==> src/rtl/skin_frame_scheduler.sv <==
// Frame scheduler for the skintone detector: raster-scans a YCbCr frame out of pixel memory,
// feeds the detector, and accumulates skin count, score sum and skin bounding box.
module skin_frame_scheduler #(
  parameter int DIM_W         = 10,
  parameter int ADDR_W        = 20,
  parameter int DRAIN_TIMEOUT = 64
) (
  input  logic                clk,
  input  logic                rst,
  input  logic                start,
  input  logic [DIM_W-1:0]    width,
  input  logic [DIM_W-1:0]    height,
  input  logic [7:0]          threshold,
  input  logic                hold,
  output logic                mem_rd,
  output logic [ADDR_W-1:0]   mem_addr,
  input  logic [7:0]          mem_Y,
  input  logic [7:0]          mem_Cb,
  input  logic [7:0]          mem_Cr,
  output logic                det_valid_in,
  output logic [7:0]          det_Y,
  output logic [7:0]          det_Cb,
  output logic [7:0]          det_Cr,
  input  logic                det_valid_out,
  input  logic [7:0]          det_skinScore,
  output logic                busy,
  output logic                done,
  output logic                error,
  output logic [ADDR_W-1:0]   skin_count,
  output logic [ADDR_W+7:0]   score_sum,
  output logic [DIM_W-1:0]    x_min,
  output logic [DIM_W-1:0]    x_max,
  output logic [DIM_W-1:0]    y_min,
  output logic [DIM_W-1:0]    y_max,
  output logic                bbox_valid
);

  localparam int TO_W = $clog2(DRAIN_TIMEOUT + 1);

  typedef enum logic [1:0] {S_IDLE, S_ISSUE, S_DRAIN, S_DONE} state_t;

  state_t              r_state, w_next;
  logic [DIM_W-1:0]    r_width, r_height, r_x, r_y, r_ox, r_oy;
  logic [DIM_W-1:0]    r_xmin, r_xmax, r_ymin, r_ymax;
  logic [7:0]          r_thr;
  logic [ADDR_W-1:0]   r_iss_cnt, r_skin_cnt;
  logic [ADDR_W+7:0]   r_sum;
  logic                r_out_full, r_error;
  logic [TO_W-1:0]     r_idle_cnt;
  logic                r_rd_p0, r_vld_p1;
  logic [7:0]          r_y_p1, r_cb_p1, r_cr_p1;

  logic w_start, w_zero, w_issue, w_last_issue, w_accept, w_last_res, w_skin, w_timeout;

  assign w_start      = start && (r_state == S_IDLE);
  assign w_zero       = (width == '0) || (height == '0);
  assign w_issue      = (r_state == S_ISSUE) && !hold;
  assign w_last_issue = w_issue && (r_x == r_width - DIM_W'(1)) && (r_y == r_height - DIM_W'(1));
  assign w_accept     = det_valid_out && !r_out_full &&
                        ((r_state == S_ISSUE) || (r_state == S_DRAIN));
  assign w_last_res   = w_accept && (r_ox == r_width - DIM_W'(1)) && (r_oy == r_height - DIM_W'(1));
  assign w_skin       = det_skinScore >= r_thr;
  // Idle counter holds cycles since the last result, so done lands DRAIN_TIMEOUT cycles after it.
  assign w_timeout    = (r_state == S_DRAIN) && !det_valid_out &&
                        (r_idle_cnt == TO_W'(DRAIN_TIMEOUT - 1));

  always_comb begin
    w_next = r_state;
    case (r_state)
      S_IDLE:  if (w_start) w_next = w_zero ? S_DONE : S_ISSUE;
      S_ISSUE: if (w_last_issue) w_next = S_DRAIN;
      S_DRAIN: if (w_last_res || r_out_full || w_timeout) w_next = S_DONE;
      S_DONE:  w_next = S_IDLE;
      default: w_next = S_IDLE;
    endcase
  end

  always_ff @(posedge clk or posedge rst) begin
    if (rst) begin
      r_state    <= S_IDLE;
      r_width    <= '0;
      r_height   <= '0;
      r_thr      <= '0;
      r_iss_cnt  <= '0;
      r_x        <= '0;
      r_y        <= '0;
      r_ox       <= '0;
      r_oy       <= '0;
      r_out_full <= 1'b0;
      r_idle_cnt <= '0;
      r_error    <= 1'b0;
      r_skin_cnt <= '0;
      r_sum      <= '0;
      r_xmin     <= '1;
      r_ymin     <= '1;
      r_xmax     <= '0;
      r_ymax     <= '0;
      r_rd_p0    <= 1'b0;
      r_vld_p1   <= 1'b0;
      r_y_p1     <= '0;
      r_cb_p1    <= '0;
      r_cr_p1    <= '0;
    end else begin
      r_state <= w_next;
      // p0: read issued last cycle, memory data arrives now; p1: registered detector input
      r_rd_p0  <= w_issue;
      r_vld_p1 <= r_rd_p0;
      if (r_rd_p0) begin
        r_y_p1  <= mem_Y;
        r_cb_p1 <= mem_Cb;
        r_cr_p1 <= mem_Cr;
      end

      if (w_start) begin
        r_width    <= width;
        r_height   <= height;
        r_thr      <= threshold;
        r_iss_cnt  <= '0;
        r_x        <= '0;
        r_y        <= '0;
        r_ox       <= '0;
        r_oy       <= '0;
        r_out_full <= 1'b0;
        r_skin_cnt <= '0;
        r_sum      <= '0;
        r_xmin     <= '1;
        r_ymin     <= '1;
        r_xmax     <= '0;
        r_ymax     <= '0;
      end

      if (w_issue) begin
        r_iss_cnt <= r_iss_cnt + ADDR_W'(1);
        if (r_x == r_width - DIM_W'(1)) begin
          r_x <= '0;
          r_y <= r_y + DIM_W'(1);
        end else begin
          r_x <= r_x + DIM_W'(1);
        end
      end

      if (w_accept) begin
        r_sum <= r_sum + {{ADDR_W{1'b0}}, det_skinScore};
        if (w_skin) begin
          r_skin_cnt <= r_skin_cnt + ADDR_W'(1);
          if (r_ox < r_xmin) r_xmin <= r_ox;
          if (r_ox > r_xmax) r_xmax <= r_ox;
          if (r_oy < r_ymin) r_ymin <= r_oy;
          if (r_oy > r_ymax) r_ymax <= r_oy;
        end
        if (w_last_res) r_out_full <= 1'b1;
        if (r_ox == r_width - DIM_W'(1)) begin
          r_ox <= '0;
          r_oy <= r_oy + DIM_W'(1);
        end else begin
          r_ox <= r_ox + DIM_W'(1);
        end
      end

      if (det_valid_out)               r_idle_cnt <= TO_W'(1);
      else if (w_start)                r_idle_cnt <= '0;
      else if (r_state == S_DRAIN)     r_idle_cnt <= r_idle_cnt + TO_W'(1);

      if (w_start) r_error <= 1'b0;
      if ((det_valid_out && !w_accept) || w_timeout) r_error <= 1'b1;
    end
  end

  assign mem_rd       = w_issue;
  assign mem_addr     = r_iss_cnt;
  assign det_valid_in = r_vld_p1;
  assign det_Y        = r_y_p1;
  assign det_Cb       = r_cb_p1;
  assign det_Cr       = r_cr_p1;
  assign busy         = (r_state == S_ISSUE) || (r_state == S_DRAIN);
  assign done         = (r_state == S_DONE);
  assign error        = r_error;
  assign skin_count   = r_skin_cnt;
  assign score_sum    = r_sum;
  assign x_min        = r_xmin;
  assign x_max        = r_xmax;
  assign y_min        = r_ymin;
  assign y_max        = r_ymax;
  assign bbox_valid   = (r_skin_cnt != '0);

endmodule

==> config.mk <==
export PLATFORM = sky130hd
export DESIGN_NAME = skin_frame_scheduler
export DESIGN_NICKNAME = d
export VERILOG_FILES = /design/src/rtl/skin_frame_scheduler.sv
export SDC_FILE = /design/constraint.sdc
export NUM_CORES = 1
export LEC_CHECK = 0
export CAP_MARGIN = 5
export CORE_MARGIN = 10
export CORE_UTILIZATION = 54
export DETAILED_ROUTE_END_ITERATION = 12
export GPL_TIMING_DRIVEN = 1
export PLACE_DENSITY = 0.84
export SYNTH_ARGS = -nofsm -noshare
export SYNTH_HDL_FRONTEND = slang
export SYNTH_SLANG_ARGS = --single-unit
==> constraint.sdc <==
create_clock -name clk -period 7 [get_ports clk]
set_input_delay 0.7 -clock clk [delete_from_list [all_inputs] [get_ports clk]]
set_output_delay 0.7 -clock clk [all_outputs]
set_load 0.02 [all_outputs]
==> metrics, run 1 <==
ys flop type dfrtp_1; Slew Limit Fails 0; Seq cells post-synth 213; library cells used by synthesis 76; Critical Path End Type flop; worst stage delay on the critical path 0.65 ns; total CTS buffers 24; antenna-violating nets left 0; Worst EP required 7.41 ns; Max-slew headroom 22.2%; CP Max Fanout 15; CP Launch Type flop; core area 22600 sq um; crit path DAT 4.21 ns; GRT Total Usage 22.6%; vias 10700; syn_area_per_cell 9.33 sq um; yosys warns 0; Post-Route WL 33.5 mm; I/O pin total 203; LEAKAGE 6.83 nW; CP cell instances inv_1 -> ha_1 -> or4b_1 -> o311a_1 -> o31ai_1 -> and4b_1 -> nand2b_1 -> o21ai_0 -> a21o_1; Starting Density 54.7%; detailed router's first-iteration violation count 863; Die Wd 171 microns; cell area after synthesis 12400 sq um; Hold Vio Cnt, Final 0; H-tree Lvls 1; PwrDens 373 nW/um^2; DP Wirelength 24.0 mm; Synth Instances 1324; Post-CTS Setup Repair Bufs 0; Placement Setup Slack 2.97 ns; Worst Tran Pin Value 1.17 ns; Fmax achieved 264 MHz; CTS tree done; Reg clk slew, reported paths 0.06 ns; Die ar. 29300 sq um; number of synthesized flops with an enable pin 0; final setup margin 3.21 ns; layout cells sized above 1 7.86%; pin count of the biggest net entering global routing 140; critical setup path kind flop to flop; Die H 171 microns; Final Wtd Congestion 0.918; Worst Hold Class flop to flop; CTS sink cnt 213; peak supply drop 0.231 mV; Placed Cells 1758; number of max-cap violations 0; initial antenna violation count 0; commonest non-fill, non-tap cell in the layout clkdlybuf4s50_1; Clock Skews 0.0122 ns; Clock Path Buffers 3; Clk Latency, worst-skew pair 0.52 ns; FFs w/ async S/R, synth 100%; Max stage delay cell, worst path or4b_1; row count 55; vias in the first global route 10900; Final Net Count 1634; CTS resizes 0; CTS Root Cell clkbuf_16; Residual DRC 0; Post-Layout Cell Count 1799; Wirelength per Cell 18.6 microns; Area Growth Syn to Fin 24.3%; commonest non-fill, non-tap cells in the layout clkdlybuf4s50_1, dfrtp_1, nand2_1; RSZ-0062 raised after global routing false; outcome finished clean; vias per cell 5.94; Min Clock Period, post-route 3.79 ns; first-pass GRT wire length 55.4 mm; grt total ovfl 0; router iterations before antenna repair 5; sequential element share of the synthesized area 43.3%; diodes inserted 0; Finish-stage setup viols 0; Setup TNS 0 ns; PortBufs 202; hold_buf cts 0; Post-Syn Nets 1459; Final period util 54.2%
-- cells in the mapped netlist (15+ instances only) --
cell	n	area, sq um
dfrtp_1	193	4830
nand3_1	77	385
clkbuf_1	46	173
o21ai_1	16	80.1
nand2_1	153	574
ha_1	69	863
dfstp_2	20	526
nor3_1	25	125
nor2_1	72	270
and3_1	26	163
mux2_2	25	282
inv_1	94	353
nand2b_1	15	93.8
nor4_1	16	100
mux2i_1	50	500
o21ai_0	89	445
a21o_1	37	278
a21oi_1	21	105
nand4_1	22	138
xor2_1	18	158
xnor2_1	39	342
-- where the power goes --
group | leakage (nW) | internal [mW] | total, mW | switching [mW]
clock network | 0.389 | 0.746 | 1.25 | 0.508
registers | 2.78 | 1.57 | 1.93 | 0.363
logic | 3.67 | 1.13 | 2.54 | 1.41
-- critical path: cells and delay by family, from the launching register on --
| family | cells | cell delay (ns) |
|---|---|---|
| compound gates | 4 | 1.04 |
| fa+ha+maj | 1 | 0.31 |
| buf+inv | 1 | 0.11 |
| flops | 1 | 0.47 |
| simple gates | 3 | 1.75 |
-- worst paths after layout --
| path | from | to | slack, ns | cells past startpoint |
|---|---|---|---|---|
| worst min register to register | mem_addr[19] | mem_addr[19] | 0.51 | 1 |
| worst min-delay path | mem_addr[19] | mem_addr[19] | 0.51 | 1 |
| worst max-delay path | r_width[0] | r_ox[7] | 3.21 | 9 |
| min in group asynchronous | rst | det_Cr[6] | 0.82 | 2 |
| max in group asynchronous | rst | score_sum[17] | 4.66 | 3 |
| worst max register to register | r_width[0] | r_ox[7] | 3.21 | 9 |
-- flip-flops by register name (all words and copies together), names as in the netlist, 10 cells and up --
signal / count
mem_addr: 20
r_height: 10
r_ox: 10
r_oy: 10
r_width: 10
r_x: 10
r_y: 10
score_sum: 28
skin_count: 20
x_max: 10
x_min: 10
y_max: 10
y_min: 10
-- cell type report --
type / count / area (sq um)
tap: 285 / 357
clock inverter: 7 / 62.6
inverter: 94 / 360
timing repair buffer: 211 / 2090
sequential: 213 / 5360
clock buffer: 34 / 719
multi-input combinational: 955 / 6410
fill: 1746 / 7220
-- per-stage QoR --
| stage | util, % | power (mW) | instance area, sq um | hold slack (ns) |
|---|---|---|---|---|
| final | 68.0 | 5.73 | 15400 | 0.505 |
| after global routing | 68.0 | 6.09 | 15400 | 0.521 |
| after CTS | 68.0 | 5.75 | 15400 | 0.500 |
| after detailed placement | 64.6 | 4.46 | 14600 | 0.492 |
| after global placement | 64.6 | 4.36 | 14600 | 0.478 |
| after floorplan | - | 3.56 | 12400 | 0.352 |
-- cell families after synthesis --
group	after synthesis	synth area share, %
and+or+nand+nor	480	19.4
AOI/OAI and AO/OA	271	14.5
DFF	213	43.3
buffers and inverters	156	4.92
muxes	76	6.42
adders and majority gates	70	7.15
xor gates and xnor gates	58	4.22
-- metal layers --
metal | global-route usage, % | up-vias | wire length [microns]
met5 | 0 | - | 0
met4 | 6.73 | 0 | 943
met3 | 4.49 | 80 | 2190
met2 | 39.3 | 330 | 16500
met1 | 27.8 | 5229 | 13900
li1 | - | 5045 | -
Note: power is estimated with default switching activity, not from simulation.
==> run 2, diff against run 1 <==
--- a/config.mk
+++ b/config.mk
@@ -7,10 +7,10 @@
 export LEC_CHECK = 0
 export CAP_MARGIN = 5
 export CORE_MARGIN = 10
-export CORE_UTILIZATION = 54
+export CORE_UTILIZATION = 49
 export DETAILED_ROUTE_END_ITERATION = 12
 export GPL_TIMING_DRIVEN = 1
-export PLACE_DENSITY = 0.84
+export PLACE_DENSITY = 0.8
 export SYNTH_ARGS = -nofsm -noshare
 export SYNTH_HDL_FRONTEND = slang
 export SYNTH_SLANG_ARGS = --single-unit
==> constraint.sdc (replaced) <==
create_clock -name clk -period 3.3 [get_ports clk]
set_input_delay 0.33 -clock clk [delete_from_list [all_inputs] [get_ports clk]]
set_output_delay 0.33 -clock clk [all_outputs]
set_load 0.02 [all_outputs]
==> metrics, run 2 (same netlist as run 1, synthesis figures left out) <==
outcome finished clean; CP Launch Type flop; Overall Power 12.4 mW; Final Net Count 1660; vias per cell 5.78; Fmax achieved 325 MHz; Post-Route WL 34.5 mm; Residual DRC 0; Max stage delay cell, worst path or4_1; pin count of the biggest net entering global routing 75; CP cell instances inv_1 -> ha_1 -> nor3b_2 -> nand2_1 -> xnor2_1 -> or4_1 -> nor3_1 -> a31oi_1 -> a21oi_2 -> mux2_1; FILL cells 2045; internal power 7.52 mW; sw frac 39.5%; Min Clock Period, post-route 3.08 ns; critical setup path kind flop to flop; Die H 179 microns; grt total ovfl 0; peak supply drop 0.498 mV; CP Max Fanout 6; Worst Tran Pin Value 1.08 ns; Sequential Power Share 32.2%; max reg flops 28; crit path DAT 3.48 ns; PwrDens 793 nW/um^2; Wirelength per Cell 18.4 microns; CTS Root Cell clkbuf_16; I/O pin total 203; commonest non-fill, non-tap cell in the layout clkdlybuf4s50_1; WHS 0.174 ns; vias in the first global route 10900; antenna-violating nets left 0; Post-Layout Cell Count 1873; diodes inserted 0; first-pass GRT wire length 55.9 mm; commonest non-fill, non-tap cells in the layout clkdlybuf4s50_1, dfrtp_1, nand2_1; core area 25000 sq um; Critical Path End Type flop; Final period util 93.3%; Comb pwr share 46.0%; Buf/Inv on CP 1; Final Wtd Congestion 0.940; Starting Density 49.5%; row count 58; detailed router's first-iteration violation count 737; Area Growth Syn to Fin 26.9%; GRT Total Usage 21.1%; cell family with most CP delay simple AND/OR/NAND/NOR gates; Post-CTS Setup Repair Bufs 0; Max-slew headroom 27.8%; Worst EP required 3.70 ns; CTS sink cnt 213; Die Wd 179 microns; Clk network pwr share 21.8%; number of max-cap violations 0; PortBufs 202; Finish-stage setup viols 0; router iterations before antenna repair 5; DP Wirelength 25.9 mm; Die ar. 32000 sq um; total CTS buffers 24; Slew Limit Fails 0; CTS tree done; RSZ-0062 raised after global routing true; worst stage delay on the critical path 0.52 ns; Clock Path Buffers 3; Hold Vio Cnt, Final 0; Reg clk slew, reported paths 0.06 ns; LEAKAGE 6.98 nW; H-tree Lvls 1; Placed Cells 1829; Worst Hold Class input port to asynchronous set/reset pin; Switch Pwr 4.91 mW; vias 10800; Clk Latency, worst-skew pair 0.52 ns; initial antenna violation count 0; Clock Skews 0.0167 ns; layout cells sized above 1 9.59%
-- run 2: cell type report --
cell class	count	area [sq um]	share of cell area (%)
flip-flops and latches	213	5360	34.2
repair buffers	237	2320	14.8
inverters	94	357	2.27
clock inverters	9	104	0.662
multi-input cells	955	6420	41.0
well taps	330	413	2.63
clock buffers	35	703	4.49
-- run 2: path summary, 6_finish.rpt --
kind	endpoint	startpoint	slack, ns	cells past startpoint
worst max-delay path	r_state[1]	r_height[0]	0.22	10
worst min-delay path	det_Y[0]	rst	0.17	2
worst max register to register	r_state[1]	r_height[0]	0.22	10
worst min register to register	mem_addr[19]	mem_addr[19]	0.50	1
max in group asynchronous	r_height[7]	rst	2.37	3
min in group clk	r_thr[1]	threshold[1]	0.37	3
-- run 2: per-layer routing --
| metal | vias to the layer above | GRT usage (%) | share of wire, % | wire, microns |
|---|---|---|---|---|
| li1 | 5107 | - | - | - |
| met1 | 5278 | 25.8 | 41 | 14200 |
| met2 | 372 | 37.0 | 49 | 17000 |
| met3 | 61 | 4.21 | 7.2 | 2490 |
| met4 | 0 | 5.44 | 2.4 | 813 |
| met5 | - | 0 | 0 | 0 |
-- run 2: timing repair --
item,in CTS,in global routing
setup endpoints to repair,0,24
hold buffers,0,0
resized for setup,0,3
-- run 2: power groups by stage --
stage	logic [mW]	registers (mW)	clock network [mW]
after floorplan	3.29	4.27	0
after global placement	5.47	4.00	0
after detailed placement	5.67	4.04	0
after CTS	5.72	4.00	2.77
after global routing	6.27	4.09	2.87
final	5.72	4.00	2.71
-- run 2: metrics by stage --
| stage | setup TNS (ns) | cell area (sq um) | utilization [%] | worst slack, ns |
|---|---|---|---|---|
| floorplan | 0 | 12400 | - | 0.216 |
| global placement | 0 | 14900 | 59.5 | 0.00277 |
| detailed placement | -1.08 | 14900 | 59.5 | -0.113 |
| CTS | 0 | 15700 | 62.8 | 0.125 |
| global route | -0.0175 | 15700 | 62.8 | -0.0175 |
| finish | 0 | 15700 | 62.8 | 0.221 |
==> run 3, diff against run 2 <==
--- a/config.mk
+++ b/config.mk
@@ -11,6 +11,7 @@
 export DETAILED_ROUTE_END_ITERATION = 12
 export GPL_TIMING_DRIVEN = 1
 export PLACE_DENSITY = 0.8
+export SKIP_LAST_GASP = 1
 export SYNTH_ARGS = -nofsm -noshare
 export SYNTH_HDL_FRONTEND = slang
 export SYNTH_SLANG_ARGS = --single-unit
==> results of run 3 <==
Same layout as run 2: the final DEF is identical, and so are final timing and power.
